`config.mk`:
```
export PLATFORM = sky130hd
export DESIGN_NAME = fetch_unit_flat
export DESIGN_NICKNAME = d
export VERILOG_FILES = /design/src/rtl/fetch_unit_pkg.sv /design/src/rtl/fetch_unit_if.sv /design/src/rtl/fetch_fifo.sv /design/src/rtl/fetch_unit.sv /design/src/flat_wrapper.sv
export SDC_FILE = /design/constraint.sdc
export NUM_CORES = 1
export LEC_CHECK = 0
export ABC_AREA = 1
export BUFFER_PORTS_ARGS = -buffer_cell sky130_fd_sc_hd__buf_2
export CORE_MARGIN = 2
export CORE_UTILIZATION = 46
export CTS_BUF_LIST = sky130_fd_sc_hd__clkbuf_8
export DETAILED_ROUTE_END_ITERATION = 10
export GPL_TIMING_DRIVEN = 0
export PLACE_DENSITY = 0.69
export SYNTH_ARGS = -nofsm -noshare
export SYNTH_HDL_FRONTEND = slang
export SYNTH_SLANG_ARGS = --single-unit
```
`constraint.sdc`:
```
create_clock -name clk -period 11.2 [get_ports clk]
set_input_delay 2.24 -clock clk [delete_from_list [all_inputs] [get_ports clk]]
set_output_delay 2.24 -clock clk [all_outputs]
set_load 0.05 [all_outputs]
```
`src/rtl/fetch_unit_pkg.sv`:
```
// -----------------------------------------------------------------------------
// fetch_unit_pkg
// Shared core definitions for the instruction-fetch slice: architectural word
// width, instruction size in bytes, default reset PC and the {pc, instr} entry
// that is buffered between fetch and decode.
// -----------------------------------------------------------------------------
package fetch_unit_pkg;

    localparam int CORE_XLEN   = 32;
    localparam int INSTR_BYTES = 4;

    localparam logic [CORE_XLEN-1:0] DEFAULT_RESET_PC = 32'h0000_0000;

    typedef struct packed {
        logic [CORE_XLEN-1:0] pc;
        logic [CORE_XLEN-1:0] instr;
    } fetch_entry_t;

    // Clear the byte-offset bits so any address becomes a word address.
    function automatic logic [CORE_XLEN-1:0] word_align(input logic [CORE_XLEN-1:0] addr);
        return {addr[CORE_XLEN-1:2], 2'b00};
    endfunction

endpackage

```
`src/rtl/fetch_unit_if.sv`:
```
// -----------------------------------------------------------------------------
// fetch_unit_if
// Bundles the fetch unit's external buses: the instruction-memory address /
// data pair, the decode-side valid/ready handshake with {pc, instr}, and the
// redirect request from execute.
//   master : the fetch unit (drives address and decode outputs)
//   slave  : the environment (memory, decode, execute)
// -----------------------------------------------------------------------------
interface fetch_unit_if #(
    parameter int DATA_WIDTH = 32
);

    logic [DATA_WIDTH-1:0] imem_addr_o;
    logic [DATA_WIDTH-1:0] imem_instr_i;
    logic                  instr_valid_o;
    logic [DATA_WIDTH-1:0] instr_o;
    logic [DATA_WIDTH-1:0] pc_o;
    logic                  instr_ready_i;
    logic                  redirect_valid_i;
    logic [DATA_WIDTH-1:0] redirect_pc_i;

    modport master (
        output imem_addr_o,
        input  imem_instr_i,
        output instr_valid_o,
        output instr_o,
        output pc_o,
        input  instr_ready_i,
        input  redirect_valid_i,
        input  redirect_pc_i
    );

    modport slave (
        input  imem_addr_o,
        output imem_instr_i,
        input  instr_valid_o,
        input  instr_o,
        input  pc_o,
        output instr_ready_i,
        output redirect_valid_i,
        output redirect_pc_i
    );

endinterface

```
`src/rtl/fetch_fifo.sv`:
```
// -----------------------------------------------------------------------------
// fetch_fifo
// Small synchronous FIFO of fetch_entry_t with a flush that takes priority over
// push/pop. The head entry is read combinationally from storage.
// Ports:
//   clk, rst   : clock, asynchronous active-high reset
//   flush      : drop all entries and reset pointers
//   push/pop   : enqueue wr_entry / dequeue head (caller guarantees legality)
//   wr_entry   : entry written at the tail on push
//   head       : entry at the read pointer
//   count      : number of valid entries
//   full       : count == DEPTH
// -----------------------------------------------------------------------------
module fetch_fifo
    import fetch_unit_pkg::*;
#(
    parameter  int DEPTH = 2,
    localparam int PTR_W = $clog2(DEPTH),
    localparam int CNT_W = $clog2(DEPTH + 1)
) (
    input  logic             clk,
    input  logic             rst,
    input  logic             flush,
    input  logic             push,
    input  logic             pop,
    input  fetch_entry_t     wr_entry,
    output fetch_entry_t     head,
    output logic [CNT_W-1:0] count,
    output logic             full
);

    fetch_entry_t     mem_r [DEPTH];
    logic [PTR_W-1:0] wr_ptr_r;
    logic [PTR_W-1:0] rd_ptr_r;
    logic [CNT_W-1:0] count_r;

    // Pointer, count and storage update; flush wins over push and pop.
    always_ff @(posedge clk or posedge rst) begin
        if (rst) begin
            wr_ptr_r <= '0;
            rd_ptr_r <= '0;
            count_r  <= '0;
            for (int i = 0; i < DEPTH; i++) begin
                mem_r[i] <= '0;
            end
        end else if (flush) begin
            wr_ptr_r <= '0;
            rd_ptr_r <= '0;
            count_r  <= '0;
        end else begin
            if (push) begin
                mem_r[wr_ptr_r] <= wr_entry;
                wr_ptr_r        <= wr_ptr_r + PTR_W'(1'b1);
            end
            if (pop) begin
                rd_ptr_r <= rd_ptr_r + PTR_W'(1'b1);
            end
            // Simultaneous push and pop leaves the occupancy unchanged.
            case ({push, pop})
                2'b10:   count_r <= count_r + CNT_W'(1'b1);
                2'b01:   count_r <= count_r - CNT_W'(1'b1);
                default: count_r <= count_r;
            endcase
        end
    end

    assign head  = mem_r[rd_ptr_r];
    assign count = count_r;
    assign full  = (count_r == CNT_W'(DEPTH));

endmodule

```
`src/rtl/fetch_unit.sv`:
```
// -----------------------------------------------------------------------------
// fetch_unit
// Instruction-fetch initiator. Owns the fetch PC, presents it to a
// combinational instruction memory, and pushes the {pc, instr} pair into a
// small FIFO toward decode. A redirect from execute flushes the FIFO and
// restarts fetch at the (word-aligned) target.
// Ports:
//   clk  : core clock
//   rst  : asynchronous active-high reset
//   bus  : fetch_unit_if.master (imem address/data, decode valid/ready with
//          pc/instr, redirect request)
// The memory address is the PC register itself, so neither ready nor redirect
// has a combinational path to it.
// -----------------------------------------------------------------------------
module fetch_unit
    import fetch_unit_pkg::*;
#(
    parameter int                    DATA_WIDTH = 32,
    parameter logic [DATA_WIDTH-1:0] RESET_PC   = DEFAULT_RESET_PC,
    parameter int                    FIFO_DEPTH = 2
) (
    input  logic          clk,
    input  logic          rst,
    fetch_unit_if.master  bus
);

    localparam int CNT_W = $clog2(FIFO_DEPTH + 1);

    logic [DATA_WIDTH-1:0] fetch_pc_r;
    logic                  valid_s;
    logic                  pop_s;
    logic                  push_s;
    logic                  full_s;
    logic [CNT_W-1:0]      count_s;
    fetch_entry_t          wr_entry_s;
    fetch_entry_t          head_s;

    assign valid_s = (count_s != CNT_W'(1'b0));
    assign pop_s   = valid_s & bus.instr_ready_i;
    // A pop frees a slot in the same cycle, so a full FIFO can still stream.
    assign push_s  = ~bus.redirect_valid_i & (~full_s | pop_s);

    assign wr_entry_s.pc    = fetch_pc_r;
    assign wr_entry_s.instr = bus.imem_instr_i;

    // Fetch PC: redirect target has priority, otherwise advance on each push.
    always_ff @(posedge clk or posedge rst) begin
        if (rst) begin
            fetch_pc_r <= word_align(RESET_PC);
        end else if (bus.redirect_valid_i) begin
            fetch_pc_r <= word_align(bus.redirect_pc_i);
        end else if (push_s) begin
            fetch_pc_r <= fetch_pc_r + DATA_WIDTH'(INSTR_BYTES);
        end else begin
            fetch_pc_r <= fetch_pc_r;
        end
    end

    fetch_fifo #(
        .DEPTH (FIFO_DEPTH)
    ) u_fifo (
        .clk      (clk),
        .rst      (rst),
        .flush    (bus.redirect_valid_i),
        .push     (push_s),
        .pop      (pop_s),
        .wr_entry (wr_entry_s),
        .head     (head_s),
        .count    (count_s),
        .full     (full_s)
    );

    assign bus.imem_addr_o   = fetch_pc_r;
    assign bus.instr_valid_o = valid_s;

    // Head presentation: stale storage is masked to zero while the FIFO is empty.
    always_comb begin
        bus.instr_o = '0;
        bus.pc_o    = '0;
        if (valid_s) begin
            bus.instr_o = head_s.instr;
            bus.pc_o    = head_s.pc;
        end else begin
            bus.instr_o = '0;
            bus.pc_o    = '0;
        end
    end

endmodule

```
`src/flat_wrapper.sv`:
```
// flat-port wrapper written by rule: the top's interface ports become plain ports
module fetch_unit_flat import fetch_unit_pkg::*;
#(
    parameter int                    DATA_WIDTH = 32,
    parameter logic [DATA_WIDTH-1:0] RESET_PC   = DEFAULT_RESET_PC,
    parameter int                    FIFO_DEPTH = 2
)
  (clk, rst, bus_imem_addr_o, bus_imem_instr_i, bus_instr_valid_o, bus_instr_o, bus_pc_o, bus_instr_ready_i, bus_redirect_valid_i, bus_redirect_pc_i);
  fetch_unit_if #(.DATA_WIDTH(DATA_WIDTH)) bus_i ();
  input  logic clk;
  input  logic rst;
  output wire logic [$bits(bus_i.imem_addr_o)-1:0] bus_imem_addr_o;
  input wire logic [$bits(bus_i.imem_instr_i)-1:0] bus_imem_instr_i;
  output wire logic [$bits(bus_i.instr_valid_o)-1:0] bus_instr_valid_o;
  output wire logic [$bits(bus_i.instr_o)-1:0] bus_instr_o;
  output wire logic [$bits(bus_i.pc_o)-1:0] bus_pc_o;
  input wire logic [$bits(bus_i.instr_ready_i)-1:0] bus_instr_ready_i;
  input wire logic [$bits(bus_i.redirect_valid_i)-1:0] bus_redirect_valid_i;
  input wire logic [$bits(bus_i.redirect_pc_i)-1:0] bus_redirect_pc_i;
  assign bus_imem_addr_o = bus_i.imem_addr_o;
  assign bus_i.imem_instr_i = bus_imem_instr_i;
  assign bus_instr_valid_o = bus_i.instr_valid_o;
  assign bus_instr_o = bus_i.instr_o;
  assign bus_pc_o = bus_i.pc_o;
  assign bus_i.instr_ready_i = bus_instr_ready_i;
  assign bus_i.redirect_valid_i = bus_redirect_valid_i;
  assign bus_i.redirect_pc_i = bus_redirect_pc_i;
  fetch_unit #(.DATA_WIDTH(DATA_WIDTH), .RESET_PC(RESET_PC), .FIFO_DEPTH(FIFO_DEPTH)) u_core (.clk(clk), .rst(rst), .bus(bus_i));
endmodule
```
Word level (Yosys, flattened, before mapping)
Index checks and enable logic that the tools add are counted.

RAM bits: 0. Logic and storage cells: 48. Register bits: 164. Memory bits (read-only): 0. Latch bits: 0. Memories: 0.

$mul: 0. Multiplexer cells: 16. Shifts and indexed selects: 0. Reductions and logical operators: 6. Divide/modulo/power cells: 0. Add/sub/neg operators: 5. Magnitude comparators: 3. Equal/unequal tests: 3. Bitwise logic cells: 7.

Operators with widths (number): 64-bit 2-to-1 mux (4); 128-bit bitwise mux (1); 32-bit 2-to-1 mux (4); 64-bit demux with 1-bit select (1); 32-bit by 3-bit adder with 32-bit output (second input constant) (1); 2-bit nonzero test (3); 2-bit == test (second input constant) (2); 2-bit greater-or-equal comparator (second input constant) (2); 1-bit 2-to-1 mux (4); 1-bit inverter with 2-bit output (2); 2-bit case mux with 2 select lines (1); 3-bit nonzero test (1); 1-bit adder (second input constant) (2); 2-bit by 1-bit adder with 2-bit output (second input constant) (1); 1-bit AND (2); 2-bit by 1-bit == test with 1-bit output (second input constant) (1); 2-bit by 1-bit less-than comparator with 1-bit output (second input constant) (1); 2-bit 2-to-1 mux (1); 1-bit inverter (2); 2-bit AND reduction (1); 2-bit by 1-bit subtractor with 2-bit output (second input constant) (1); 1-bit logical AND (1); 1-bit bitwise OR (1).

Logic depth before layout (Yosys ltp)
Depth in word-level cells: 7. Mapped depth: 11. Mapped depth without buffers: 10.

Cells and area by module
From an unflattened synthesis, not the netlist that was laid out.

Cell total of the unflattened synthesis: 1059. Area, all modules: 8493.1 µm².

By module, submodules not included: fetch_fifo (seq. area each 3303.2 µm², area each 5754.3 µm², cells each 578, instances 1); fetch_unit (seq. area each 750.7 µm², area each 2738.9 µm², cells each 481, instances 1).

Worst setup path before layout
No wires, ideal clock.

Path kind: flip-flop to output port. Start point: register u_core.u_fifo.rd_ptr_r. End point: output bus_instr_o[0]. Path buffers: 2. Setup slack: 7.194 ns. Arrival time: 1.766 ns. Cell stages (with the launch flop): 6. Cell sequence: dfrtp_1 clkbuf_1 inv_2 clkbuf_1 nand2_1 a21oi_1.

Cells in the longest elaborated chain, start to end: 5.

RTL lines: start: declaration (line fetch_fifo.sv:34) `logic [PTR_W-1:0] rd_ptr_r;`; start signal: assignment (line fetch_fifo.sv:56) `rd_ptr_r <= rd_ptr_r + PTR_W'(1'b1);`; 1-bit inverter with 2-bit output (not written as such) (line fetch_fifo.sv:67) `assign head = mem_r[rd_ptr_r];`; 64-bit 2-to-1 mux (not written as such) (3 in series) (line fetch_fifo.sv:67); 32-bit 2-to-1 mux (line fetch_unit.sv:80) `if (valid_s) begin`; end: declaration (line flat_wrapper.sv:15) `output wire logic [$bits(bus_i.instr_o)-1:0] bus_instr_o;`.

No other way between the ends. The select of a mux whose other input is x is not followed.

Final worst setup path
Start point: register u_core.u_fifo.count_r[0], in the netlist u_core.u_fifo.count[0]. End point: output bus_pc_o[19].

Cells in the longest elaborated chain, start to end: 2.

RTL lines: start: declaration (line fetch_fifo.sv:35) `logic [CNT_W-1:0] count_r;`; start signal: assignment (line fetch_fifo.sv:60) `2'b10: count_r <= count_r + CNT_W'(1'b1);`; start signal: assignment (line fetch_fifo.sv:61) `2'b01: count_r <= count_r - CNT_W'(1'b1);`; start signal: assignment (line fetch_fifo.sv:62) `default: count_r <= count_r;`; 2-bit nonzero test (line fetch_unit.sv:38) `assign valid_s = (count_s != CNT_W'(1'b0));`; 32-bit 2-to-1 mux (line fetch_unit.sv:80); end: declaration (line flat_wrapper.sv:16) `output wire logic [$bits(bus_i.pc_o)-1:0] bus_pc_o;`.

No other way between the ends.

==> results.toml <==
[status]
status = "completed"

[worst_setup_path]
critical_path_class = "flop to output pin"
max_stage_delay_ps = 730
crit_cells = 4
cp-endpoint = "bus_pc_o[19]"
arrival_ps = 2480
startpoint_type = "flop"
crit_required_ps = 8960
worstRegToRegCells = 10
path_cells = "nor2_1 -> clkbuf_1 -> a21oi_1 -> buf_2"
endpoint_kind = "output pin"
r2r_start = "u_core.bus.imem_addr_o[2]"
regToRegSetupSlack_ps = 9210
path_buf_inv = 2
crit_family = "simple AND/OR/NAND/NOR gates"
cp_max_fo = 10
startpoint = "u_core.u_fifo.count[0]"
crit-reg2reg-capture = "u_core.bus.imem_addr_o[28]"
cpMaxStageDelayCell = "nor2_1"

[drt]
wirelength_um = 21500
firstDrtPassIters = 7
wire_per_inst_um = 15.0
drcViolationCount = 0
vias_per_cell = 5.04
vias = 7234
drtIter0Drc = 510
ant_nets = 0

[clocking]
cts_setup_buffers = 0
cts_made_buffers = 17
holdBufCountCts = 0
htreeDepth = 4
clk_latency_ps = 450
clk_pin_slew_ps = 80
cts_resized = 0
cts.sinks = 158
root_buffer = "clkbuf_8"
cts_tree = "done"
clk_path_buf_depth = 2

[timing]
worst_slew_pin_slew_ps = 930
min_period_over_period_pct = 42.2
fin_tns_setup_ps = 0
fin_crit_ps = 4720
max_clock_freq_ghz = 0.212
slew_violations = 0
hold_viol_final = 0
fin_skew_ps = 7.30
rsz0062_at_grt = "false"
relSlewSlack_pct = 37.8
setup_viol = 0

[power]
p_leak_nw = 4.69
p_per_area_nw_per_um2 = 175
ir_drop_mv = 0.0799

[min_path]
min_path_type = "flop to flop"
hp-start = "u_core.u_fifo.mem_r[53]"
holdPathStages = 2

[floorplan]
die_w_um = 134
io_pins = 165
die_y_um = 134
die-area_um2 = 17900
design.core.area_um2 = 16500
num_rows = 47
initial_utilization_pct = 46.8

[layout]
synthToLayoutAreaGrowth_pct = 19.3
final_cell_count_no_fill = 1435
final_common_cell = "nand2_1"
final_cell_mix = "406 x nand2_1, 166 x buf_2, 158 x dfrtp_1, 91 x o21ai_0, 76 x inv_1"
drive_above_1_share_pct = 18.6
fin_nets = 1271
diodes = 0

[flow_run]
drv_cap = 0

[synthesis]
synth_area_per_cell_um2 = 7.58
ys_warn_count = 0
postSynthCellCount = 1021
ys_types = 29
netlist_area_um2 = 7740
synth_seq_cells = 158
ys_async_sr_fraction_pct = 100
synth_flop_cell = "dfrtp_1"
synth-edff-count = 0
yosysSeqAreaShare_pct = 51.1

[grt]
grt_pass1_vias = 6876
grtUsageTotal_pct = 24.9
grt_first_pass_wirelength_um = 35100
antenna_found_initial = 0
grt-ovfl-total = 0
grt_max_degree = 91

[placed_design]
dp_hpwl_um = 15300
io_buffers = 158
placedCellCount = 1403
routabilityCongestion = 0.959
==> per-stage QoR <==
step	util, %	cell area, µm²	hold WS (ps)	setup WS, ps	power, mW
after floorplan	-	7750	453	4700	1.09
after global placement	53.4	8820	464	2890	1.21
after detailed placement	53.6	8850	473	6970	1.22
after CTS	55.9	9230	492	6460	1.63
after global routing	55.9	9230	503	6240	1.71
final	55.9	9230	485	6480	1.62
==> registers in the layout, summed over array words and instances (netlist names) <==
signal / cells
u_core.u_fifo.wr_ptr_r: 1
u_core.u_fifo.count: 2
u_core.u_fifo.mem_r: 124
u_core.bus.imem_addr_o: 30
u_core.u_fifo.rd_ptr_r: 1
==> cell usage after synthesis (8+ instances only) <==
| cell | n | share of area, % |
|---|---|---|
| nand3_1 | 36 | 2.3 |
| inv_1 | 76 | 3.7 |
| buf_2 | 8 | 0.52 |
| xor2_1 | 9 | 1.0 |
| nand2_1 | 406 | 20 |
| o21ai_1 | 41 | 2.7 |
| o21ai_0 | 91 | 5.9 |
| clkbuf_1 | 30 | 1.5 |
| nor2_1 | 52 | 2.5 |
| buf_4 | 11 | 1.1 |
| dfrtp_1 | 158 | 51 |
| a21oi_1 | 68 | 4.4 |
==> worst min-delay path: cells and delay by family, from the launching register on <==
family / cells / cell delay [ps]
flops: 1 / 350
compound gates: 1 / 50
simple gates: 1 / 50
==> kinds of logic after synthesis <==
group | share of synthesized area, %
DFF | 51.1
adders and majority gates | 0.162
AOI/OAI and AO/OA | 14.1
xor gates and xnor gates | 1.02
and+or+nand+nor | 25.7
buffers and inverters | 7.94
other | 0.0485
==> power by group <==
part | leakage, nW | switching [mW] | internal (mW)
combinational | 2.54 | 0.343 | 0.127
sequential | 1.96 | 0.0696 | 0.673
clock | 0.187 | 0.206 | 0.197
total | 4.69 | 0.619 | 0.997
==> final cells by class <==
class / count / area, µm²
buffer: 57 / 318
clock buffer: 21 / 289
sequential: 158 / 3950
timing repair buffer: 159 / 818
multi-input combinational: 730 / 3180
clock inverter: 11 / 91.3
tap: 220 / 275
fill: 1642 / 7290
inverter: 79 / 304
==> per-layer routing <==
metal	share of wire, %	track usage, %	wire length (µm)	up-vias
met5	0	0	0	-
met4	0.80	6.26	171	0
met3	6.1	4.45	1320	17
met2	46	39.0	9960	265
met1	47	35.9	10000	3357
li1	-	-	-	3595
==> how the worst min path moves through the flow <==
stage | to | slack, ps
floorplan | u_core.u_fifo.mem_r[10] | 450
global placement | u_core.u_fifo.mem_r[23] | 460
detailed placement | u_core.u_fifo.mem_r[10] | 470
CTS | u_core.u_fifo.mem_r[53] | 490
global route | u_core.u_fifo.mem_r[23] | 500
finish | u_core.u_fifo.mem_r[53] | 480
No activity file was read; power rests on OpenSTA's default activity.
